**config.mk**
```make
export PLATFORM = sky130hd
export DESIGN_NAME = serial_add_ctrl_flat
export DESIGN_NICKNAME = d
export VERILOG_FILES = /design/src/rtl/serial_add_ctrl_if.sv /design/src/rtl/serial_add_ctrl.sv /design/src/flat_wrapper.sv
export SDC_FILE = /design/constraint.sdc
export NUM_CORES = 1
export LEC_CHECK = 0
export BUFFER_PORTS_ARGS = -buffer_cell sky130_fd_sc_hd__clkbuf_2
export CAP_MARGIN = 5
export CORE_AREA = 2 2 103 105
export DETAILED_ROUTE_END_ITERATION = 16
export DIE_AREA = 0 0 105 107
export PLACE_DENSITY = 0.46
export SKIP_CTS_REPAIR_TIMING = 1
export SLEW_MARGIN = 40
export SYNTH_ARGS = -nofsm -noshare
export SYNTH_HDL_FRONTEND = slang
export SYNTH_SLANG_ARGS = --single-unit
```
**constraint.sdc**
```tcl
create_clock -name clock -period 2.9 [get_ports clock]
set_input_delay 0.145 -clock clock [delete_from_list [all_inputs] [get_ports clock]]
set_output_delay 0.145 -clock clock [all_outputs]
set_load 0.1 [all_outputs]
```
**src/rtl/serial_add_ctrl_if.sv**
```systemverilog
// rtl/serial_add_ctrl_if.sv - operand bus and status signals of the serial add sequencer
interface serial_add_ctrl_if #(
  parameter int WIDTH = 8
);
  logic             go;
  logic [WIDTH-1:0] din;
  logic [WIDTH-1:0] a_val;
  logic [WIDTH-1:0] b_val;
  logic [WIDTH-1:0] sum;
  logic             cout;
  logic             busy;
  logic             done;
  logic [1:0]       phase;

  modport master (
    output go, din,
    input  a_val, b_val, sum, cout, busy, done, phase
  );

  modport slave (
    input  go, din,
    output a_val, b_val, sum, cout, busy, done, phase
  );
endinterface

```
**src/rtl/serial_add_ctrl.sv**
```systemverilog
// rtl/serial_add_ctrl.sv - captures A then B on button presses and adds them bit-serially, LSB first
module serial_add_ctrl #(
  parameter int WIDTH = 8
) (
  input  logic              clock,
  input  logic              Resetn,
  serial_add_ctrl_if.slave  bus
);
  localparam int CW = (WIDTH > 2) ? $clog2(WIDTH) : 1;
  localparam logic [CW-1:0] LAST = CW'(WIDTH - 1);

  typedef enum logic [1:0] {
    S_IDLE   = 2'd0,
    S_HAVE_A = 2'd1,
    S_ADD    = 2'd2,
    S_DONE   = 2'd3
  } state_t;

  state_t           r_state;
  state_t           w_next;
  logic             r_go_q;
  logic             r_busy;
  logic             r_done;
  logic [WIDTH-1:0] r_a;
  logic [WIDTH-1:0] r_b;
  logic [WIDTH-1:0] r_sa;
  logic [WIDTH-1:0] r_sb;
  logic [WIDTH-2:0] r_acc;
  logic [WIDTH-1:0] r_sum;
  logic             r_c;
  logic             r_cout;
  logic [CW-1:0]    r_cnt;

  logic             w_press;
  logic             w_last;
  logic             w_s;
  logic             w_carry;
  logic [WIDTH-1:0] w_acc_next;

  assign w_press    = bus.go & ~r_go_q;
  assign w_last     = (r_cnt == LAST);
  assign w_s        = r_sa[0] ^ r_sb[0] ^ r_c;
  assign w_carry    = (r_sa[0] & r_sb[0]) | (r_sa[0] & r_c) | (r_sb[0] & r_c);
  // The accumulator keeps only the upper bits; the newest sum bit enters at the MSB.
  assign w_acc_next = {w_s, r_acc};

  always_comb begin
    w_next = r_state;
    case (r_state)
      S_IDLE:   if (w_press) w_next = S_HAVE_A;
      S_HAVE_A: if (w_press) w_next = S_ADD;
      S_ADD:    if (w_last)  w_next = S_DONE;
      S_DONE:   if (w_press) w_next = S_HAVE_A;
      default:  w_next = S_IDLE;
    endcase
  end

  // go_q resets high so a button held through reset is not seen as a press.
  always_ff @(posedge clock or negedge Resetn) begin
    if (!Resetn) begin
      r_state <= S_IDLE;
      r_go_q  <= 1'b1;
      r_busy  <= 1'b0;
      r_done  <= 1'b0;
    end else begin
      r_state <= w_next;
      r_go_q  <= bus.go;
      r_busy  <= (w_next == S_ADD);
      r_done  <= (r_state == S_ADD) && (w_next == S_DONE);
    end
  end

  always_ff @(posedge clock or negedge Resetn) begin
    if (!Resetn) begin
      r_a    <= '0;
      r_b    <= '0;
      r_sa   <= '0;
      r_sb   <= '0;
      r_acc  <= '0;
      r_sum  <= '0;
      r_c    <= 1'b0;
      r_cout <= 1'b0;
      r_cnt  <= '0;
    end else begin
      case (r_state)
        S_IDLE, S_DONE: begin
          if (w_press) r_a <= bus.din;
        end
        S_HAVE_A: begin
          if (w_press) begin
            r_b   <= bus.din;
            r_sa  <= r_a;
            r_sb  <= bus.din;
            r_c   <= 1'b0;
            r_cnt <= '0;
          end
        end
        S_ADD: begin
          r_sa  <= r_sa >> 1;
          r_sb  <= r_sb >> 1;
          r_c   <= w_carry;
          r_acc <= w_acc_next[WIDTH-1:1];
          r_cnt <= r_cnt + 1'b1;
          if (w_last) begin
            r_sum  <= w_acc_next;
            r_cout <= w_carry;
          end
        end
        default: ;
      endcase
    end
  end

  assign bus.a_val = r_a;
  assign bus.b_val = r_b;
  assign bus.sum   = r_sum;
  assign bus.cout  = r_cout;
  assign bus.busy  = r_busy;
  assign bus.done  = r_done;
  assign bus.phase = r_state;
endmodule
```
**src/flat_wrapper.sv**
```systemverilog
// flat-port wrapper written by rule: the top's interface ports become plain ports
module serial_add_ctrl_flat 
#(
  parameter int WIDTH = 8
)
  (clock, Resetn, bus_go, bus_din, bus_a_val, bus_b_val, bus_sum, bus_cout, bus_busy, bus_done, bus_phase);
  serial_add_ctrl_if #(.WIDTH(WIDTH)) bus_i ();
  input  logic clock;
  input  logic Resetn;
  input wire logic [$bits(bus_i.go)-1:0] bus_go;
  input wire logic [$bits(bus_i.din)-1:0] bus_din;
  output wire logic [$bits(bus_i.a_val)-1:0] bus_a_val;
  output wire logic [$bits(bus_i.b_val)-1:0] bus_b_val;
  output wire logic [$bits(bus_i.sum)-1:0] bus_sum;
  output wire logic [$bits(bus_i.cout)-1:0] bus_cout;
  output wire logic [$bits(bus_i.busy)-1:0] bus_busy;
  output wire logic [$bits(bus_i.done)-1:0] bus_done;
  output wire logic [$bits(bus_i.phase)-1:0] bus_phase;
  assign bus_i.go = bus_go;
  assign bus_i.din = bus_din;
  assign bus_a_val = bus_i.a_val;
  assign bus_b_val = bus_i.b_val;
  assign bus_sum = bus_i.sum;
  assign bus_cout = bus_i.cout;
  assign bus_busy = bus_i.busy;
  assign bus_done = bus_i.done;
  assign bus_phase = bus_i.phase;
  serial_add_ctrl #(.WIDTH(WIDTH)) u_core (.clock(clock), .Resetn(Resetn), .bus(bus_i));
endmodule
```
==> metrics, run 1 <==
outcome=complete, no violations; Core Rows=37; Die Y=107 um; crit start category=register; CTS tree=yes; Slew Limit Fails=0; post-synth top area cell=dfrtp_1; Post-Syn Nets=just over 200; Final GP Congestion=~0.7; CP arrival=between 2 and 2.5 ns; top-area cell type share of the netlist area=a little under three fifths; most common flop cell mapped by yosys=dfrtp_1; placed cell count=~350; initial core utilization=between 20% and 30%; DP HPWL=3360 um; via count=between 1,500 and 2,000; clk slew on worst S/H paths=0.06 ns; Max Root-Sink Buffers=2; Routed Antenna Nets=0; Post-Route Setup TNS=0 ns; Worst Hold Class=in -> reg; DRT Wirelength=just over 5000 um; mean post-synth cell area=around 13 um^2; reg2reg start=u_core.bus.phase[1]$_DFF_PN0_; Peak Freq=between 0.5 and 0.6 GHz; layout cells sized above 1=between 40% and 50%; multi-input logic area=around 950 um^2; Synth async-reset ratio=100%; synthesized instance count=186; post-route insts no fill=roughly 370; Critical R2R Capture=u_core.r_cnt[2]$_DFFE_PN0P_; Synth area leaders=dfrtp_1 56%, mux2_2 13%, mux2i_1 6.4%, o21ai_2 3.5%, nand3_1 3.2%; Worst setup EP type=register; Net count, final=about 250; Area Growth Syn to Fin=19.7%; count of clock tree sinks=57; Cell Area, Synth=~2500 um^2; worst path required time=about 3.1 ns; critical path class=reg -> reg; post-synth cell types=31; FF+latch count, synth=between 50 and 60; Final Util=roughly 30%; Max Cap Viol=0; register area=between 1000 and 1500 um^2; fillers=approximately 1,100; most frequent cells after synthesis=56 x dfrtp_1, 28 x mux2_2, 16 x mux2i_1, 16 x nand3_1; Seq/Total Area, Yosys=between 50% and 60%; r2r worst-path depth=5; # DRC=0; DR pass1 iterations=4; ant diodes=0; core area=approximately 10,000 um^2; Die ar.=11,200 um^2; pin count of the biggest net entering global routing=29; Final Hold Viols=0; IO buf count=39; H-tree depth=3; period utilization=a little under 70%; count leader, synth=dfrtp_1; insertion delay to the later sink of the worst-skew pair=between 0.3 and 0.4 ns; vias in the first global route=around 1,700; routed length per instance=around 14 um; IO Pins=40; GRT Total Usage=approximately a tenth; Slew HR=between 60% and 70%; root buffer cell=clkbuf_8; via/cell ratio=around 4.3; initial drt markers=~70; CP max FO=27; final setup skew=roughly 0.0056 ns; Worst-Margin Slew=approximately 0.55 ns; Endpoint, Worst Hold=u_core.r_sb[7]$_DFFE_PN0P_; grt ovf=0; first-pass GRT wire length=8500 um; hold path depth=2; flop-to-flop setup slack=0.94 ns; TritonCTS buffer count=9; yosys warns=0; final setup fails=0; Die Wd=about 110 um; RSZ-0062 raised after global routing=no; Final Critical Period=slightly below 2 ns; HP Start=bus_din[7]; initial antenna violation count=0; Post-synth EDFFs=0
[cell usage in the layout, fill, tap and decap left out]
cell | netlist | layout
nor2_1 | 2 | 2
o31ai_1 | 1 | 1
nand2b_4 | 1 | 1
fa_1 | 1 | 1
o21ai_2 | 10 | 10
mux2_2 | 28 | 28
clkinv_2 | 0 | 3
inv_1 | 7 | 7
o221a_2 | 1 | 1
o21ai_0 | 10 | 10
clkbuf_2 | 0 | 39
dfstp_2 | 1 | 1
clkbuf_8 | 0 | 11
clkbuf_1 | 1 | 2
o221ai_1 | 1 | 1
nand3_1 | 16 | 16
o21a_1 | 1 | 1
ha_1 | 4 | 4
buf_4 | 1 | 3
dfrtp_1 | 56 | 56
nand2b_1 | 1 | 1
nand2_1 | 7 | 7
a22o_1 | 4 | 4
dlygate4sd3_1 | 0 | 2
a21oi_1 | 1 | 1
nand3b_4 | 1 | 1
mux2i_1 | 16 | 16
and2_4 | 1 | 1
a21boi_0 | 1 | 1
and2b_1 | 1 | 1
o22ai_1 | 1 | 1
a311oi_1 | 1 | 1
[cell families after synthesis]
group,Yosys count,synth area share [%]
and+or+nand+nor,30,6.82
adders and majority gates,5,2.81
AOI/OAI and AO/OA,32,9.43
muxes,44,19.1
DFF,57,57.2
buffers and inverters,18,4.66
[worst max path at each step]
stage               cells after the start                          start  slack, ns                             to
floorplan                               6  u_core.bus.phase[0]$_DFF_PN0_       0.66  u_core.bus.sum[4]$_DFFE_PN0P_
global placement                        5  u_core.bus.phase[1]$_DFF_PN0_       0.94     u_core.r_sa[7]$_DFFE_PN0P_
detailed placement                      5  u_core.bus.phase[1]$_DFF_PN0_       0.93    u_core.r_cnt[1]$_DFFE_PN0P_
CTS                                     5  u_core.bus.phase[1]$_DFF_PN0_       0.91    u_core.r_cnt[2]$_DFFE_PN0P_
global route                            5  u_core.bus.phase[1]$_DFF_PN0_       0.77    u_core.r_cnt[2]$_DFFE_PN0P_
finish                                  5  u_core.bus.phase[1]$_DFF_PN0_       0.94    u_core.r_cnt[2]$_DFFE_PN0P_
[critical path, cell delays in order, from the launching register on]
cell	delay (ns)
dfrtp_1	0.44
inv_1	0.08
ha_1	0.33
nand3b_4	0.35
and2_4	0.39
a22o_1	0.25
[sequential cells by signal (all words and copies together) (netlist names)]
register	cells
u_core.r_c	1
u_core.bus.done	1
u_core.bus.phase	2
u_core.r_cnt	3
u_core.bus.b_val	8
u_core.r_sa	8
u_core.bus.cout	1
u_core.bus.sum	8
u_core.r_go_q	1
u_core.r_sb	8
u_core.r_acc	7
u_core.bus.busy	1
u_core.bus.a_val	8
[layer usage]
metal	share of wire (%)	track usage (%)
met5	0	0
met1	46	12.0
met4	1.3	3.43
met3	5.9	4.44
met2	46	15.3
[metrics by stage]
| step | setup slack [ns] | hold slack, ns | instance area, um^2 |
|---|---|---|---|
| 2_1_floorplan | 0.656 | -0.151 | 2490 |
| 3_3_place_gp | 0.942 | 0.0936 | 2790 |
| 3_5_place_dp | 0.930 | 0.0951 | 2790 |
| 4_1_cts | 0.906 | -0.277 | 2970 |
| 5_1_grt | 0.771 | 0.0685 | 2990 |
| 6_report | 0.935 | 0.0732 | 2990 |
[layout make-up]
cell class                 count  area share (%)
tap                          136            5.70
clock buffer                  13            5.32
sequential                    57            47.8
multi-input combinational    111            31.8
inverter                       7           0.880
clock inverter                 3           0.503
timing repair buffer          44            7.96
Power of run 1 is not shown: default switching activity piles up to over one toggle a cycle in this logic, so the estimate is an artifact.
==> inputs of run 2 (changes only) <==
--- a/config.mk
+++ b/config.mk
@@ -5,12 +5,13 @@
 export SDC_FILE = /design/constraint.sdc
 export NUM_CORES = 1
 export LEC_CHECK = 0
+export ABC_AREA = 1
 export BUFFER_PORTS_ARGS = -buffer_cell sky130_fd_sc_hd__clkbuf_2
 export CAP_MARGIN = 5
-export CORE_AREA = 2 2 103 105
+export CORE_AREA = 2 2 102 104
 export DETAILED_ROUTE_END_ITERATION = 16
-export DIE_AREA = 0 0 105 107
-export PLACE_DENSITY = 0.46
+export DIE_AREA = 0 0 104 106
+export PLACE_DENSITY = 0.48
 export SKIP_CTS_REPAIR_TIMING = 1
 export SLEW_MARGIN = 40
 export SYNTH_ARGS = -nofsm -noshare
==> constraint.sdc (replaced) <==
create_clock -name clock -period 1.7 [get_ports clock]
set_input_delay 0.085 -clock clock [delete_from_list [all_inputs] [get_ports clock]]
set_output_delay 0.085 -clock clock [all_outputs]
set_load 0.1 [all_outputs]
==> metrics, run 2 <==
outcome=complete, no violations; Area Growth Syn to Fin=26.9%; CP max FO=21 (-22%); # DRC=0 (unchanged); Routed Antenna Nets=0 (unchanged); initial drt markers=99 (+38%); via count=1,903 (+21%); Final GP Congestion=0.762 (+5.8%); crit start category=register; flop-to-flop setup slack=0.19 ns (-0.74 ns); Synth area leaders=dfrtp_1 57%, nand2_1 18%, o21ai_0 8.6%, inv_1 4.3%, ha_1 2.0%; most common flop cell mapped by yosys=dfrtp_1; IO buf count=39 (unchanged); RSZ-0062 raised after global routing=no; worst path required time=1.95 ns (-1.17 ns); Critical R2R Capture=u_core.bus.busy$_DFF_PN0_; layout cells sized above 1=22.5% (-20 points); FF+latch count, synth=57 (unchanged); DRT Wirelength=5210 um (+2.9%); mean post-synth cell area=8.66 um^2 (-35%); post-route insts no fill=474 (+28%); via/cell ratio=4.01 (-5.5%); root buffer cell=clkbuf_8; Post-Syn Nets=298 (+48%); vias in the first global route=1,771 (+6.9%); Peak Freq=0.663 GHz (+30%); Die Wd=104 um (-0.95%); DP HPWL=3580 um (+6.6%); Worst Hold Class=in -> reg; Slew HR=63.3% (-0.22 points); IO Pins=40 (unchanged); Final Critical Period=1.51 ns (-0.456 ns); ant diodes=0 (unchanged); count of clock tree sinks=57 (unchanged); count leader, synth=nand2_1; Cell Area, Synth=2440 um^2 (-2.1%); Die Y=106 um (-0.93%); Seq/Total Area, Yosys=58.5% (+1.2 points); pin count of the biggest net entering global routing=35 (+21%); grt ovf=0 (unchanged); final setup fails=0 (unchanged); Max Root-Sink Buffers=2 (unchanged); clk slew on worst S/H paths=0.06 ns (about the same); Net count, final=349 (+42%); Worst Setup SP=u_core.bus.phase[0]$_DFF_PN0_; Core Rows=37 (unchanged); CP arrival=1.76 ns (-0.42 ns); Post-Layout Inst Area=3100 um^2 (+3.8%); H-tree depth=3 (unchanged); Synth async-reset ratio=100% (unchanged); fillers=1,131 (+3.4%); first-pass GRT wire length=8870 um (+4.3%); final setup skew=0.00508 ns (-0.000487 ns); yosys warns=0 (unchanged); initial core utilization=24.4% (-0.30 points); core area=10000 um^2 (-0.92%); post-synth top area cell=dfrtp_1; insertion delay to the later sink of the worst-skew pair=0.32 ns (about the same); CTS tree=yes; initial antenna violation count=0 (unchanged); reg2reg start=u_core.bus.phase[0]$_DFF_PN0_; placed cell count=456 (+29%); period utilization=88.7% (+21 points); Placed Area=2830 um^2 (+1.4%); post-synth cell types=20 (-35%); Max Cap Viol=0 (unchanged); TritonCTS buffer count=9 (unchanged); routed length per instance=11.0 um (-19%); r2r worst-path depth=9 (+4); Worst Setup EP=u_core.bus.busy$_DFF_PN0_; Worst setup EP type=register; Post-synth EDFFs=0 (unchanged); Slew Limit Fails=0 (unchanged); DR pass1 iterations=4 (unchanged); GRT Total Usage=10.1% (+0.33 points); Worst-Margin Slew=0.553 ns (+0.00329 ns); Final Hold Viols=0 (unchanged); most frequent cells after synthesis=118 x nand2_1, 56 x dfrtp_1, 42 x o21ai_0; Die ar.=11,000 um^2 (-1.9%); most common library cell in the layout ignoring fill and taps=nand2_1; commonest cells after routing, fill and taps aside=118 x nand2_1, 54 x dfrtp_1, 42 x o21ai_0, 39 x clkbuf_2, 28 x inv_1; critical path class=reg -> reg; synthesized instance count=282 (+52%); top-area cell type share of the netlist area=57.4% (+1.2 points); Hold Slack=0.00607 ns (-0.0671 ns)
## run 2: changes by cell type after synthesis, moves of 2 or more
cell / previous run / this run
mux2i_1: 16 / 0
nand3_1: 16 / 8
o21ai_2: 10 / 0
nor2_2: 0 / 2
nor2_1: 2 / 4
nand2_1: 7 / 118
a22o_1: 4 / 0
inv_2: 0 / 2
o21ai_0: 10 / 42
mux2_2: 28 / 1
inv_1: 7 / 28
## run 2: stage by stage
| stage | util [%] | setup WS [ns] | TNS (ns) |
|---|---|---|---|
| 6_report | 31.0 | 0.191 | 0 |
| 5_1_grt | 31.0 | 0.0421 | 0 |
| 4_1_cts | 30.8 | 0.150 | 0 |
| 3_5_place_dp | 28.3 | 0.166 | 0 |
| 3_3_place_gp | 28.3 | 0.206 | 0 |
| 2_1_floorplan | - | -0.00883 | -0.00883 |
## run 2: worst min path at each step
stage | from | to | slack [ns] | cells after the start
2_1_floorplan | Resetn | u_core.bus.a_val[0]$_DFFE_PN0P_ | -0.21 | 0
3_3_place_gp | Resetn | u_core.bus.done$_DFF_PN0_ | 0.11 | 2
3_5_place_dp | Resetn | u_core.bus.done$_DFF_PN0_ | 0.10 | 2
4_1_cts | Resetn | u_core.bus.sum[7]$_DFFE_PN0P_ | -0.25 | 2
5_1_grt | bus_din[7] | u_core.bus.b_val[7]$_DFFE_PN0P_ | 0.007 | 3
6_report | bus_din[7] | u_core.bus.b_val[7]$_DFFE_PN0P_ | 0.006 | 3
## run 2: logic make-up after synthesis
kind of cell    after synthesis  share of synthesized area, %
simple gates                134                          21.6
compound gates               43                          8.86
buf+inv                      42                          7.74
fa+ha+maj                     5                          2.87
mux                           1                         0.461
flops                        57                          58.5
## run 2: layout make-up
cell class / instances / area [um^2] / area share (%)
Inverter: 31 / 119 / 3.84
Tap cell: 136 / 170 / 5.49
Timing Repair Buffer: 51 / 303 / 9.77
Clock inverter: 5 / 103 / 3.31
Clock buffer: 11 / 141 / 4.56
Multi-Input combinational cell: 183 / 828 / 26.7
Sequential cell: 57 / 1440 / 46.3
## run 2: per-layer routing
| metal | share of wire [%] | up-vias | GRT usage [%] | wire length, um |
|---|---|---|---|---|
| met5 | 0 | - | 0 | 0 |
| met4 | 0.63 | 0 | 3.76 | 33 |
| met3 | 4.1 | 4 | 2.76 | 214 |
| met2 | 47 | 38 | 16.0 | 2450 |
| met1 | 48 | 888 | 13.4 | 2520 |
| li1 | - | 973 | - | - |
## run 2: critical path, cell delays in order, from the launching register on
cell	delay (ns)
dfrtp_4	0.49
inv_1	0.10
ha_2	0.24
inv_4	0.04
nor2_2	0.11
inv_2	0.06
nand2_4	0.08
buf_12	0.15
nor2_1	0.06
nor2_1	0.11
Power of run 2 is left out for the same reason.
==> inputs of run 3 (changes only) <==
--- a/config.mk
+++ b/config.mk
@@ -12,6 +12,7 @@
 export DETAILED_ROUTE_END_ITERATION = 16
 export DIE_AREA = 0 0 104 106
 export PLACE_DENSITY = 0.48
+export RECOVER_POWER = 100
 export SKIP_CTS_REPAIR_TIMING = 1
 export SLEW_MARGIN = 40
 export SYNTH_ARGS = -nofsm -noshare
==> metrics, run 3 (synthesis results as in run 2) <==
insertion delay to the later sink of the worst-skew pair=0.32 ns (about the same); DP HPWL=3580 um (unchanged); Final GP Congestion=0.762 (unchanged); worst path required time=1.95 ns (about the same); vias in the first global route=1,771 (unchanged); IO buf count=39 (unchanged); placed cell count=456 (unchanged); register area=1440 um^2 (unchanged); RSZ-0062 raised after global routing=no; CP arrival=1.78 ns (+0.02 ns); initial drt markers=101 (+2.0%); Final Hold Viols=0 (unchanged); CP max FO=21 (unchanged); outcome=complete, no violations; multi-input logic area=826 um^2 (-0.30%); Net count, final=349 (unchanged); core area=10000 um^2 (unchanged); IO Pins=40 (unchanged); Die Y=106 um (unchanged); critical path class=reg -> reg; Area Growth Syn to Fin=26.2%; count of clock tree sinks=57 (unchanged); period utilization=89.6% (+0.88 points); Final Critical Period=1.52 ns (+0.0149 ns); grt ovf=0 (unchanged); Core Rows=37 (unchanged); Worst Hold Class=in -> reg; routed length per instance=11.0 um (+0.13%); crit start category=register; via count=1,900 (-0.16%); pin count of the biggest net entering global routing=35 (unchanged); root buffer cell=clkbuf_8; GRT Total Usage=10.1% (unchanged); H-tree depth=3 (unchanged); Final Util=30.8% (-0.18 points); Worst setup EP type=register; clk slew on worst S/H paths=0.06 ns (about the same); Slew Limit Fails=0 (unchanged); TritonCTS buffer count=9 (unchanged); fillers=1,135 (+0.35%); ant diodes=0 (unchanged); # DRC=0 (unchanged); Worst-Margin Slew=0.881 ns (+0.327 ns); via/cell ratio=4.01 (-0.16%); layout cells sized above 1=21.0% (-1.5 points); DRT Wirelength=5220 um (+0.13%); DR pass1 iterations=4 (unchanged); CTS tree=yes; most common library cell in the layout ignoring fill and taps=nand2_1; first-pass GRT wire length=8870 um (unchanged); final setup fails=0 (unchanged); Peak Freq=0.656 GHz (-0.98%); Routed Antenna Nets=0 (unchanged); initial antenna violation count=0 (unchanged); Die Wd=104 um (unchanged); Die ar.=11,000 um^2 (unchanged); commonest cells after routing, fill and taps aside=119 x nand2_1, 54 x dfrtp_1, 42 x o21ai_0, 41 x clkbuf_2, 30 x inv_1; post-route insts no fill=474 (unchanged); initial core utilization=24.4% (unchanged); final setup skew=0.00436 ns (-0.000720 ns); Max Root-Sink Buffers=2 (unchanged); Max Cap Viol=0 (unchanged); Slew HR=41.3% (-22 points)
## run 3: cell types whose count changed in the layout (fill, tap and decap cells not counted)
cell	delta
nand2_1	+1
nand2_2	-1
inv_1	+2
clkbuf_2	+2
inv_2	-1
inv_4	-1
buf_4	-4
clkbuf_1	+2
## run 3: cell type report
class | instances | area share (%)
clock inverters | 5 | 3.33
inverters | 31 | 3.78
multi-input cells | 183 | 26.8
repair buffers | 51 | 9.42
flip-flops and latches | 57 | 46.6
well taps | 136 | 5.52
clock buffers | 11 | 4.59
## run 3: per-stage QoR
stage	setup slack [ns]	setup TNS [ns]	hold WS, ns	area [um^2]
after floorplan	-0.00883	-0.00883	-0.211	2450
after global placement	0.206	0	0.108	2830
after detailed placement	0.166	0	0.102	2830
after CTS	0.150	0	-0.255	3080
after global routing	0.0225	0	0.00681	3080
final	0.176	0	0.00485	3080
## run 3: worst paths after layout
kind / from / end / slack, ns / depth (start not counted)
max in group asynchronous: Resetn / u_core.bus.phase[0]$_DFF_PN0_ / 0.55 / 3
min reg2reg: u_core.r_sb[2]$_DFFE_PN0P_ / u_core.r_sb[2]$_DFFE_PN0P_ / 0.47 / 2
min: bus_din[7] / u_core.bus.b_val[7]$_DFFE_PN0P_ / 0.005 / 3
min in group asynchronous: Resetn / u_core.r_c$_DFFE_PN0P_ / 0.39 / 3
max reg2reg: u_core.bus.phase[0]$_DFF_PN0_ / u_core.bus.busy$_DFF_PN0_ / 0.18 / 9
max: u_core.bus.phase[0]$_DFF_PN0_ / u_core.bus.busy$_DFF_PN0_ / 0.18 / 9
## run 3: critical path, stage by stage (launching register included)
cell     delay [ns]
dfrtp_4        0.49
inv_1          0.10
ha_2           0.21
inv_1          0.07
nor2_2         0.10
inv_1          0.08
nand2_4        0.09
buf_12         0.15
nor2_1         0.06
nor2_1         0.11
## run 3: layer usage
layer | track usage [%] | vias up | wire, um
met1 | 13.4 | 892 | 2550
met5 | 0 | - | 0
met2 | 16.0 | 36 | 2430
met4 | 3.76 | 0 | 33
li1 | - | 968 | -
met3 | 2.76 | 4 | 200
Power of run 3 is left out for the same reason.
